<file path="config.mk">
export PLATFORM = sky130hd
export DESIGN_NAME = sw_debounce
export DESIGN_NICKNAME = d
export VERILOG_FILES = /design/src/rtl/sw_debounce.sv
export SDC_FILE = /design/constraint.sdc
export NUM_CORES = 1
export LEC_CHECK = 0
export CAP_MARGIN = 20
export CORE_MARGIN = 2
export CORE_UTILIZATION = 47
export DETAILED_ROUTE_END_ITERATION = 8
export REMOVE_ABC_BUFFERS = 1
export SLEW_MARGIN = 10
export SYNTH_ARGS = -nofsm -noshare
export SYNTH_HDL_FRONTEND = slang
export SYNTH_SLANG_ARGS = --single-unit
</file>
<file path="constraint.sdc">
create_clock -name clk -period 3.2 [get_ports clk]
set_input_delay 0.32 -clock clk [delete_from_list [all_inputs] [get_ports clk]]
set_output_delay 0.32 -clock clk [all_outputs]
set_load 0.005 [all_outputs]
</file>
<file path="src/rtl/sw_debounce.sv">
// Two-flop synchronizer plus per-bit stability counter for the slide-switch bus.
// Define SW_DEBOUNCE_GLITCH_CNT_EN to add the saturating glitch_cnt output.
module sw_debounce #(
  parameter int WIDTH         = 8,
  parameter int STABLE_CYCLES = 100000
) (
  input  logic             clk,
  input  logic             rst_n,
  input  logic [WIDTH-1:0] sw_raw,
  output logic [WIDTH-1:0] sw_clean,
  output logic [WIDTH-1:0] sw_rise,
  output logic [WIDTH-1:0] sw_fall,
  output logic             sw_changed
`ifdef SW_DEBOUNCE_GLITCH_CNT_EN
  ,
  output logic [7:0]       glitch_cnt
`endif
);

  localparam int CNT_W = $clog2(STABLE_CYCLES);
  localparam logic [CNT_W-1:0] CNT_MAX = CNT_W'(STABLE_CYCLES - 1);

  logic [WIDTH-1:0]            s1;
  logic [WIDTH-1:0]            s2;
  logic [WIDTH-1:0][CNT_W-1:0] cnt;
  logic [WIDTH-1:0][CNT_W-1:0] cnt_nxt;
  logic [WIDTH-1:0]            clean_nxt;
  logic [WIDTH-1:0]            rise_nxt;
  logic [WIDTH-1:0]            fall_nxt;
`ifdef SW_DEBOUNCE_GLITCH_CNT_EN
  logic                        abort_any;
`endif

  // A bit is accepted only after s2 has disagreed with sw_clean for STABLE_CYCLES edges in a row.
  always_comb begin
    cnt_nxt   = '0;
    clean_nxt = sw_clean;
    rise_nxt  = '0;
    fall_nxt  = '0;
`ifdef SW_DEBOUNCE_GLITCH_CNT_EN
    abort_any = 1'b0;
`endif
    for (int i = 0; i < WIDTH; i++) begin
      if (s2[i] != sw_clean[i]) begin
        if (cnt[i] == CNT_MAX) begin
          clean_nxt[i] = s2[i];
          rise_nxt[i]  = s2[i];
          fall_nxt[i]  = ~s2[i];
        end else begin
          cnt_nxt[i] = cnt[i] + CNT_W'(1);
        end
      end
`ifdef SW_DEBOUNCE_GLITCH_CNT_EN
      else if (cnt[i] != '0) begin
        abort_any = 1'b1;
      end
`endif
    end
  end

  always_ff @(posedge clk or negedge rst_n) begin
    if (!rst_n) begin
      s1         <= '0;
      s2         <= '0;
      cnt        <= '0;
      sw_clean   <= '0;
      sw_rise    <= '0;
      sw_fall    <= '0;
      sw_changed <= 1'b0;
    end else begin
      s1         <= sw_raw;
      s2         <= s1;
      cnt        <= cnt_nxt;
      sw_clean   <= clean_nxt;
      sw_rise    <= rise_nxt;
      sw_fall    <= fall_nxt;
      sw_changed <= |(rise_nxt | fall_nxt);
    end
  end

`ifdef SW_DEBOUNCE_GLITCH_CNT_EN
  // Saturates so a long burst of bounces cannot wrap back to a small count.
  always_ff @(posedge clk or negedge rst_n) begin
    if (!rst_n) begin
      glitch_cnt <= 8'd0;
    end else if (abort_any && glitch_cnt != 8'hFF) begin
      glitch_cnt <= glitch_cnt + 8'd1;
    end
  end
`endif

endmodule

</file>
==> results of run 1 <==
==> stage by stage <==
stage / setup WS (ns) / area [um^2] / std cells / hold WS, ns / utilization (%)
final: 1.15 / 9130 / 999 / 0.317 / 54.9
after detailed placement: 1.14 / 8550 / 966 / 0.336 / 51.4
after global routing: 0.908 / 9130 / 999 / 0.292 / 54.9
after CTS: 1.13 / 9130 / 999 / 0.295 / 54.9
after global placement: 1.24 / 8550 / 966 / 0.333 / 51.4
after floorplan: 1.41 / 7910 / 710 / 0.0244 / -
==> worst max-delay path: cells and delay by family (launching register included) <==
kind	cells	cell delay [ns]
DFF	1	0.39
adders and majority gates	1	0.22
and+or+nand+nor	4	1.30
==> final cells by class <==
type / count / area, um^2 / area share (%)
Clock buffer: 17 / 425 / 4.66
Clock inverter: 15 / 145 / 1.59
Inverter: 8 / 30.0 / 0.329
Multi-Input combinational cell: 525 / 3450 / 37.8
Sequential cell: 177 / 4430 / 48.5
Tap cell: 220 / 275 / 3.01
Timing Repair Buffer: 37 / 379 / 4.15
==> registers in the layout, summed over array words and instances (netlist names) <==
name and count:
sw_rise 8, sw_fall 8, s1 8, sw_clean 8, sw_changed 1, cnt 136
s2 8
==> layer usage <==
metal | GRT usage (%) | part of all wire (%) | wire, um | vias up
met5 | 0 | 0 | 0 | -
met4 | 6.13 | 1.5 | 221 | 0
met3 | 4.39 | 2.8 | 407 | 20
met2 | 28.5 | 49 | 7240 | 61
met1 | 22.8 | 47 | 6870 | 2741
li1 | - | - | - | 2657
==> placed cells by master, fill, tap and decap left out, types with 7 or more instances in the layout <==
master           count
clkdlybuf4s50_1     33
or3_1               14
inv_1                8
nand2_1             25
and4_1              29
dfrtp_1            177
clkbuf_16           17
xnor2_1             28
and2_1               7
nor2_1             119
nand3_1             48
nor3b_1             16
xor2_1              84
nand4_1             45
nor4b_1             10
ha_1                 8
o21ai_0             14
nor4bb_1            15
a21oi_1             14
==> Yosys cell counts (2+ instances only) <==
cell type	number	area (um^2)
o22ai_1	4	25.0
nand4_2	4	50.1
ha_1	8	100
or3_1	14	87.6
mux2_2	3	33.8
nor4b_1	10	87.6
o21ai_0	14	70.1
nand4_1	45	282
buf_6	3	33.8
nand2_1	25	93.8
nor3_1	4	20.0
nor4_1	5	31.3
a21oi_2	2	17.5
xor2_1	84	736
a21oi_1	14	70.1
dfrtp_1	177	4430
buf_4	5	37.5
inv_1	8	30.0
nor3b_1	16	120
or3_4	2	22.5
and3_1	5	31.3
nand3_1	48	240
mux2_1	5	56.3
nand2_2	2	12.5
xnor2_1	28	245
and2_1	7	43.8
nor2_1	119	447
nor4bb_1	15	150
and4_1	29	254
nand2b_1	4	25.0
buf_2	16	80.1
nand3_2	2	20.0
==> worst paths after layout <==
path,from,end,slack [ns]
worst min register to register,s1[2]$_DFF_PN0_,s2[2]$_DFF_PN0_,0.35
worst min-delay path,sw_raw[3],s1[3]$_DFF_PN0_,0.32
worst max register to register,cnt[85]$_DFF_PN0_,cnt[98]$_DFF_PN0_,1.15
min in group asynchronous,rst_n,cnt[60]$_DFF_PN0_,0.47
max in group asynchronous,rst_n,cnt[119]$_DFF_PN0_,1.77
worst max-delay path,cnt[85]$_DFF_PN0_,cnt[98]$_DFF_PN0_,1.15
==> logic make-up (layout without fill, tap and decap cells) <==
group           after synthesis  count (layout)  share of synthesized area [%]
flops                       177             177                           55.0
simple gates                362             362                           25.9
mux                           8               8                           1.12
buf+inv                      32              77                           2.25
fa+ha+maj                     8               8                           1.24
compound gates               35              35                           2.38
xor+xnor                    112             112                           12.2
==> where the power goes <==
group | switching, uW | total, uW | internal (uW) | leakage, uW
Sequential | 32.7 | 2300 | 2270 | 0.00242
Clock | 952 | 1980 | 1030 | 0.000276
Combinational | 96.1 | 140 | 44.0 | 0.00122
==> what timing repair did <==
item / 4_1_cts / 5_1_grt
hold buffers: 1 / 0
hold endpoints to repair: 71 / 0
buffers inserted: 0 / 0
==> results by group, run 1 <==
Flow run
  – Max Cap Viol: 0

Outcome
  – Status: completed

Die
  – Std-Cell Core Area: 16,600 um^2
  – Die boundary height: 135 um
  – Std cell rows: 47
  – Die X-Extent: 135 um
  – Initial standard-cell utilization of the core: 48.4%
  – DIE AREA: 18,200 um^2
  – Io pins: 35

Final layout
  – Layout area overhead: 13.3%
  – Fill count: 1,420
  – Antenna diodes: 0
  – Number of nets in the final layout: 784
  – Ratio of cells with drive above 1 in the final layout: 6.80%

Clocking
  – Root buffer selected by CTS: clkbuf_16
  – Number of buffers created by CTS: 17
  – Clock slew at reported path FFs: 0.07 ns
  – Total number of clock tree sinks: 177
  – Number of gates given a new drive strength after cts: 0
  – Maximum count of clock buffers along a single path: 2
  – Deepest level of the CTS H-tree: 4
  – CTS tree: built
  – Worst-Skew Late Latency: 0.43 ns

STA
  – Final Skew: 0.0135 ns
  – Total negative setup slack: 0 ns
  – Hold Fails Final Rpt: 0
  – Worst Max-Slew Pin Slew: 0.695 ns
  – Slew margin rel.: 53.7%
  – Time the worst path needs with I/O delays and setup: 2.05 ns
  – Highest achievable clock rate: 488 MHz
  – RSZ-0062 raised after global routing: no
  – Final Setup Violations: 0
  – Part of the cycle the worst path needs: 64.0%
  – Final Slew Violations: 0

Power
  – Total chip power: 4430 uW
  – Power Density: 485 nW/um^2
  – Max VDD drop: 409 uV
  – Leakage: 0.00391 uW

Placement
  – GP Congestion: 0.848
  – Number of port buffers: 34
  – Total half-perimeter wirelength after legalization and detailed placement: 9.84 mm

Logic synthesis
  – Fraction of the yosys area taken by sequential cells: 55.0%
  – Netlist area before placement: 8060 um^2
  – Post-synthesis sequential element count: 177
  – Number of synthesized flops with an enable pin: 0
  – Number of distinct standard cells referenced by the synthesized netlist: 39
  – Proportion of register bits with asynchronous set or reset after synthesis: 100%
  – Yosys warnings: 0
  – Predominant post-synthesis flop cell: dfrtp_1
  – Post-synthesis area per instance: 11.0 um^2
  – Instance count of the mapped netlist: 734

GRT
  – Initial antenna violation count: 0
  – Global-route wire length before repair: 25.7 mm
  – Number of global-route vias before repair: 5,478
  – Pin count of the biggest net entering global routing: 74
  – Overflow after GRT: 0
  – Global routing usage summed across all routing layers: 17.5%

Drt
  – Wire length per cell: 14.8 um
  – Total length of routed wires: 14.7 mm
  – Pre-antenna DRT Iters: 4
  – Antenna violation net count after detailed routing: 0
  – Number of DRC markers in iteration 0: 219
  – Post-route DRC: 0
  – Ratio of routed vias to standard cells: 5.48
  – Via count of the routed design: 5,479

Setup path
  – Cells traversed along the worst timing path: ha_1, and4_1, nand4_1, nand2b_1, nor2_1
  – Slowest cell delay on critical path: 0.54 ns
  – Worst path slowest cell: nand2b_1
  – Maximum net fanout on the critical path: 16
  – Category of the worst setup path launch point: flip-flop
  – Critical path type: reg -> reg
  – Number of cells on the worst reg-to-reg path: 5
  – Endpoint required time on the critical path: 3.48 ns
  – Crit end category: flip-flop
  – Worst path arrival time: 2.33 ns

Min path
  – Hold crit path type: in -> reg
  – Cells on Worst Hold Path: 1
(Power assumes the default switching activity.)
==> run 2, diff against run 1 <==
- clock period: 3.2 -> 2.1 ns (I/O delays scaled with it)
==> run 2 against run 1 <==
Effect of this change: global-route usage grew 0.12 points; power rose by 52%; clock skew decreased by 0.0025 ns.
==> results by group, run 2 (same netlist as run 1, synthesis figures left out) <==
Final layout
  – Ratio of cells with drive above 1 in the final layout: 8.44%
  – Top library cells by usage in the layout, fill and taps aside: dfrtp_1, nor2_1, xor2_1
  – Max FFs per register: 136
  – Layout area overhead: 14.9%
  – Largest reg by FF count: cnt
  – Number of standard cells in the layout, taps in and fillers out: 1,014
  – Number of nets in the final layout: 800
  – Antenna diodes: 0
  – Most common cell after layout, fill and taps aside: dfrtp_1

Die
  – Std-Cell Core Area: 16,600 um^2
  – Initial standard-cell utilization of the core: 48.4%
  – DIE AREA: 18,200 um^2
  – Die boundary height: 135 um
  – Io pins: 35
  – Die X-Extent: 135 um
  – Std cell rows: 47

Drt
  – Number of DRC markers in iteration 0: 328
  – Post-route DRC: 0
  – Antenna violation net count after detailed routing: 0
  – Pre-antenna DRT Iters: 5
  – Via count of the routed design: 5,422
  – Ratio of routed vias to standard cells: 5.35
  – Wire length per cell: 14.4 um
  – Total length of routed wires: 14.6 mm

Clocking
  – Number of buffers created by CTS: 17
  – Deepest level of the CTS H-tree: 4
  – Clock slew at reported path FFs: 0.07 ns
  – Number of gates given a new drive strength after cts: 0
  – Root buffer selected by CTS: clkbuf_16
  – Worst-Skew Late Latency: 0.43 ns
  – Total number of clock tree sinks: 177
  – Maximum count of clock buffers along a single path: 2
  – CTS tree: built

STA
  – Slew margin rel.: 63.0%
  – RSZ-0062 raised after global routing: no
  – Highest achievable clock rate: 529 MHz
  – Total negative setup slack: 0 ns
  – Part of the cycle the worst path needs: 90.1%
  – Final Skew: 0.0110 ns
  – Final Setup Violations: 0
  – Min setup slack post-route: 0.209 ns
  – Final Slew Violations: 0
  – Worst Max-Slew Pin Slew: 0.547 ns
  – Hold Fails Final Rpt: 0
  – Time the worst path needs with I/O delays and setup: 1.89 ns

Power
  – Power Density: 729 nW/um^2
  – Leakage: 0.00398 uW
  – Max VDD drop: 633 uV
  – Total chip power: 6740 uW

Min path
  – Hold crit path type: in -> reg

Setup path
  – Maximum net fanout on the critical path: 7
  – Worst path slowest cell: or4_1
  – Top delay family on crit path: simple AND/OR/NAND/NOR gates
  – Critical path type: reg -> reg
  – Category of the worst setup path launch point: flip-flop
  – Endpoint required time on the critical path: 2.40 ns
  – Buffers plus inverters on the worst setup path: 0
  – Cells traversed along the worst timing path: ha_1, and4_1, nand4_4, o22ai_1, or4_1
  – Worst path arrival time: 2.19 ns
  – Slowest cell delay on critical path: 0.53 ns
  – Crit end category: flip-flop

GRT
  – Pin count of the biggest net entering global routing: 58
  – Number of global-route vias before repair: 5,425
  – Initial antenna violation count: 0
  – Overflow after GRT: 0
  – Global-route wire length before repair: 25.8 mm
  – Global routing usage summed across all routing layers: 17.6%

Placement
  – Placed cells: 982
  – Number of port buffers: 34
  – Total half-perimeter wirelength after legalization and detailed placement: 9.93 mm
  – Worst-case setup slack after placement: 0.195 ns
  – GP Congestion: 0.802

Flow run
  – Max Cap Viol: 0

Outcome
  – Status: completed
-- run 2: layout make-up --
class,instances,area (um^2)
clock buffers,20,457
multi-input cells,525,3450
inverters,8,30.0
well taps,220,275
clock inverters,11,105
fillers,1422,7390
flip-flops and latches,177,4430
repair buffers,53,512
-- run 2: worst paths after layout --
check / from / end / slack (ns) / cells after the start
max: cnt[0]$_DFF_PN0_ / sw_changed$_DFF_PN0_ / 0.21 / 5
min: sw_raw[6] / s1[6]$_DFF_PN0_ / 0.22 / 1
min in group asynchronous: rst_n / cnt[64]$_DFF_PN0_ / 0.32 / 2
max in group asynchronous: rst_n / cnt[112]$_DFF_PN0_ / 1.08 / 3
max reg2reg: cnt[0]$_DFF_PN0_ / sw_changed$_DFF_PN0_ / 0.21 / 5
min reg2reg: s1[7]$_DFF_PN0_ / s2[7]$_DFF_PN0_ / 0.35 / 0
-- run 2: metrics by stage --
| stage | instance area [um^2] | hold slack, ns | utilization, % |
|---|---|---|---|
| after floorplan | 7910 | -0.0856 | - |
| after global placement | 8680 | 0.208 | 52.2 |
| after detailed placement | 8680 | 0.215 | 52.2 |
| after CTS | 9260 | 0.192 | 55.6 |
| after global routing | 9260 | 0.192 | 55.6 |
| final | 9260 | 0.218 | 55.6 |
-- run 2: report_power, final --
part           leakage [uW]  total [uW]  switching [uW]  internal [uW]
Sequential          0.00242        3510            49.4           3460
Combinational       0.00130         229             149           80.3
Clock              0.000265        3000            1310           1700
-- run 2: worst register-to-register path: cells and delay by family (launching register included) --
kind	cells	cell delay [ns]
simple gates	3	0.99
fa+ha+maj	1	0.24
flops	1	0.40
compound gates	1	0.14
-- run 2: per-layer routing --
layer	up-vias	part of all wire, %	global-route usage, %
met5	-	0	0
met3	12	2.8	4.50
li1	2683	-	-
met4	0	1.1	5.56
met2	58	49	28.4
met1	2669	48	23.5
-- run 2: timing repair --
action,in CTS,in global routing
buffers inserted,0,0
hold endpoints to repair,54,0
hold buffers,1,0
==> edit 1: new RTL, config.mk and constraints of run 2 <==
Set the parameter `WIDTH` to 10 (it was 8).
--- a/src/rtl/sw_debounce.sv
+++ b/src/rtl/sw_debounce.sv
@@ -2,5 +2,5 @@
 // Define SW_DEBOUNCE_GLITCH_CNT_EN to add the saturating glitch_cnt output.
 module sw_debounce #(
-  parameter int WIDTH         = 8,
+  parameter int WIDTH         = 10,
   parameter int STABLE_CYCLES = 100000
 ) (
Interface: changed (resized sw_clean, sw_fall, sw_raw and sw_rise); port bits go from 35 to 43. No check against the original RTL was run, so the function may have changed too.
==> edit 1 against run 2 <==
Sequential cell count increased by 44; die area rose by 22%; area after synthesis is 22% higher; total power up 30%; worst setup slack got worse by 35 ps; routed wire length increased by 18%; count of clock-buffer cells in the layout up 16; cell area is 24% higher; critical path type unchanged; largest cell class unchanged.
==> edit 1: results <==
[route]
drt-met1-wl_um = 8590
drt_pass1_iterations = 4
drt_iter0_markers = 229
vias_per_cell = 5.01
wl_met2_um = 7670
routedWlPerCell_um = 13.3

[place]
dpl.cell_count = 1246
io_buffers = 42
place_hpwl_um = 11500
placed_area_um2 = 10700

[cts]
numCtsBuffers = 25
clockBufferDepth = 3
htreeDepth = 1

[worst_setup_path]
r2r_setup_slack_ps = 170
critPathLaunch = cnt[68]
path_max_fanout = 16
cp_slowest_cell = or3_1
ff2ff_path_depth = 6

[min_path]
whs_endpoint = s1[2]
hold_start = sw_raw[2]

[yosys]
synthXorXnorAreaFrac_pct = 13.9
yosys-mux-area-fraction_pct = 1.03
synth_area_leaders = dfrtp_1 56%, xor2_1 8.2%, nor2_1 7.3%
synthAdderAreaFrac_pct = 1.27
synth.distinct_cells = 37
synth-compound-area-share_pct = 0.622

[floorplanning]
fp.dieW_um = 149

[outcome]
run_status = complete, no violations

[grt]
met3_usage_pct = 3.03
grt_max_degree = 67
grt_pass1_wl_um = 30200
grt_pass1_vias = 6328

[sta]
finClkSkew_ps = 9.89

[cells_and_area]
fin_cells = 1288
finalNetCount = 1026
largest_register_ffs = 170

[pwr]
p_switching_mw = 1.86
powerClk_mw = 4.08
## edit 1: layout make-up
type	count	area, um2
Clock inverter	5	50.0
Fill cell	1821	8970
Sequential cell	221	5530
Inverter	15	56.3
Timing Repair Buffer	60	613
Clock buffer	36	717
Multi-Input combinational cell	681	4160
Tap cell	270	338
## edit 1: what timing repair did
item | 4_1_cts | 5_1_grt
resized for setup | 0 | 1
setup endpoints to repair | 0 | 16
hold endpoints to repair | 61 | 0
hold buffers | 1 | 0
## edit 1: metrics by stage
step | power (mW) | setup WS, ps | hold slack [ps]
3_3_place_gp | 4.76 | 143 | 195
5_1_grt | 9.14 | 46.7 | 120
2_1_floorplan | 4.58 | 301 | -85.6
3_5_place_dp | 4.77 | 68.7 | 201
6_report | 8.76 | 174 | 138
4_1_cts | 8.91 | 61.9 | 116
## edit 1: worst register-to-register path, delay by kind of cell, from the launching register on
family	cells	cell delay [ps]
adders and majority gates	1	240
and+or+nand+nor	5	1180
DFF	1	380
==> edit 2: new RTL, settings of run 2 <==
Without the edit above. Put one more register stage on the output `sw_clean`. The value now appears one clock later. The other outputs are not delayed to match. Comments in the files are not updated.
--- a/src/rtl/sw_debounce.sv
+++ b/src/rtl/sw_debounce.sv
@@ -21,4 +21,6 @@
   localparam logic [CNT_W-1:0] CNT_MAX = CNT_W'(STABLE_CYCLES - 1);
 
+  logic [WIDTH-1:0] sw_clean_s0;
+
   logic [WIDTH-1:0]            s1;
   logic [WIDTH-1:0]            s2;
@@ -35,5 +37,5 @@
   always_comb begin
     cnt_nxt   = '0;
-    clean_nxt = sw_clean;
+    clean_nxt = sw_clean_s0;
     rise_nxt  = '0;
     fall_nxt  = '0;
@@ -42,5 +44,5 @@
 `endif
     for (int i = 0; i < WIDTH; i++) begin
-      if (s2[i] != sw_clean[i]) begin
+      if (s2[i] != sw_clean_s0[i]) begin
         if (cnt[i] == CNT_MAX) begin
           clean_nxt[i] = s2[i];
@@ -64,5 +66,5 @@
       s2         <= '0;
       cnt        <= '0;
-      sw_clean   <= '0;
+      sw_clean_s0 <= '0;
       sw_rise    <= '0;
       sw_fall    <= '0;
@@ -72,5 +74,5 @@
       s2         <= s1;
       cnt        <= cnt_nxt;
-      sw_clean   <= clean_nxt;
+      sw_clean_s0 <= clean_nxt;
       sw_rise    <= rise_nxt;
       sw_fall    <= fall_nxt;
@@ -90,4 +92,8 @@
 `endif
 
+  always_ff @(posedge clk) begin
+    sw_clean <= sw_clean_s0;
+  end
+
 endmodule
 
Check against the original RTL: no difference found for any inputs over 10 cycles, from zero or initial values and one cycle with rst_n low; that may be too few to reach the edited logic, so the function may still have changed.
==> edit 2 against run 2 <==
Area after synthesis increased by 2.0%; global-route usage down 0.18 points; total power is 3.1% higher; worst setup slack got worse by 6.1 ps; first-iteration DRC count is 14% lower; sequential cell count up 8; cell area is 2.0% higher; routed wire length is 1.9% higher; combinational power is 2% higher; synthesized cell count grew 1.1%; critical endpoint unchanged; largest cell class unchanged; largest power group unchanged; highest routed layer unchanged.
==> edit 2: results <==
[outcome]
run_status = complete, no violations

[worst_setup_path]
cp_slowest_cell = or4_1
ff2ff_path_depth = 5

[grt]
grt_pass1_vias = 5452
grt_use_met1_pct = 23.9
track_usage_pct = 17.4
met3_usage_pct = 4.06
grt_pass1_wl_um = 25700
grtUsageMet2_pct = 27.3
grt_max_degree = 56

[cts]
cts_root_buffer = clkbuf_16
clkTransAtPathRegs_ps = 70
cts_resized = 0

[pwr]
peakVddDrop_v = 0.000570
leakage_nw = 4.07
p_switching_mw = 1.55

[cells_and_area]
fin_cells = 1029
drive_gt1_share_pct = 8.58
largest_register = cnt
finalNetCount = 809
largest_register_ffs = 136

[yosys]
synth_area_leaders = dfrtp_1 54%, xor2_1 9.0%, nor2_1 5.4%
ys_async_sr_fraction_pct = 95.7
synth.top_cells.by_count = 177 x dfrtp_1, 119 x nor2_1, 84 x xor2_1
syn_avg_cell_area_um2 = 11.1
synth.distinct_cells = 40
yosysSeqAreaShare_pct = 55.8

[place]
globalplace.congestion = 0.849
placed_area_um2 = 8860
dp_slack_ps = 202
place_hpwl_um = 10100

[route]
routedWlPerCell_um = 14.5
drt_pass1_iterations = 4
drt_iter0_markers = 282
dr_total_vias = 5519

[floorplanning]
core_um2 = 17200

[min_path]
hold_path.class = input port to flop
whs_path_depth = 1

[sta]
worst_pin_slew_ps = 601
finClkSkew_ps = 10.3
## edit 2: cell count changes after synthesis
cell,run 2,this run
dfxtp_1,0,8
## edit 2: worst paths after layout
path	to	start	slack (ps)
max reg2reg	sw_changed	cnt[0]	200
min in group asynchronous	cnt[83]	rst_n	320
max in group asynchronous	cnt[21]	rst_n	1080
min	s1[4]	sw_raw[4]	220
max	sw_changed	cnt[0]	200
min reg2reg	s2[1]	s1[1]	350
## edit 2: cell type report
cell class / instances / area (um2)
fillers: 1490 / 7740
flip-flops and latches: 185 / 4590
multi-input cells: 525 / 3450
repair buffers: 54 / 519
clock buffers: 20 / 457
well taps: 225 / 282
clock inverters: 12 / 114
inverters: 8 / 30.0
## edit 2: power groups by stage
| stage | Clock [mW] | Combinational, mW | Sequential [mW] |
|---|---|---|---|
| CTS | 3.16 | 0.242 | 3.66 |
| finish | 3.06 | 0.233 | 3.66 |
| detailed placement | 0 | 0.239 | 3.73 |
| global placement | 0 | 0.233 | 3.72 |
| global route | 3.31 | 0.270 | 3.67 |
| floorplan | 0 | 0.0987 | 3.72 |
## edit 2: cells by family after synthesis
| group | share of synthesized area (%) |
|---|---|
| multiplexers | 1.10 |
| AND/OR/NAND/NOR | 25.4 |
| adder cells (fa/ha/maj) | 1.22 |
| XOR/XNOR | 11.9 |
| buffers and inverters | 2.21 |
| flip-flops | 55.8 |
| AO/OA/AOI/OAI | 2.33 |
## edit 2: metal layers
layer | part of all wire (%) | wire length, um
met5 | 0 | 0
met3 | 3.2 | 476
met4 | 1.2 | 174
met1 | 49 | 7290
met2 | 47 | 6950
## edit 2: timing repair
item | in CTS | in global routing
endpoints found under the hold margin | 50 | 0
buffers inserted | 0 | 0
hold buffers | 1 | 0
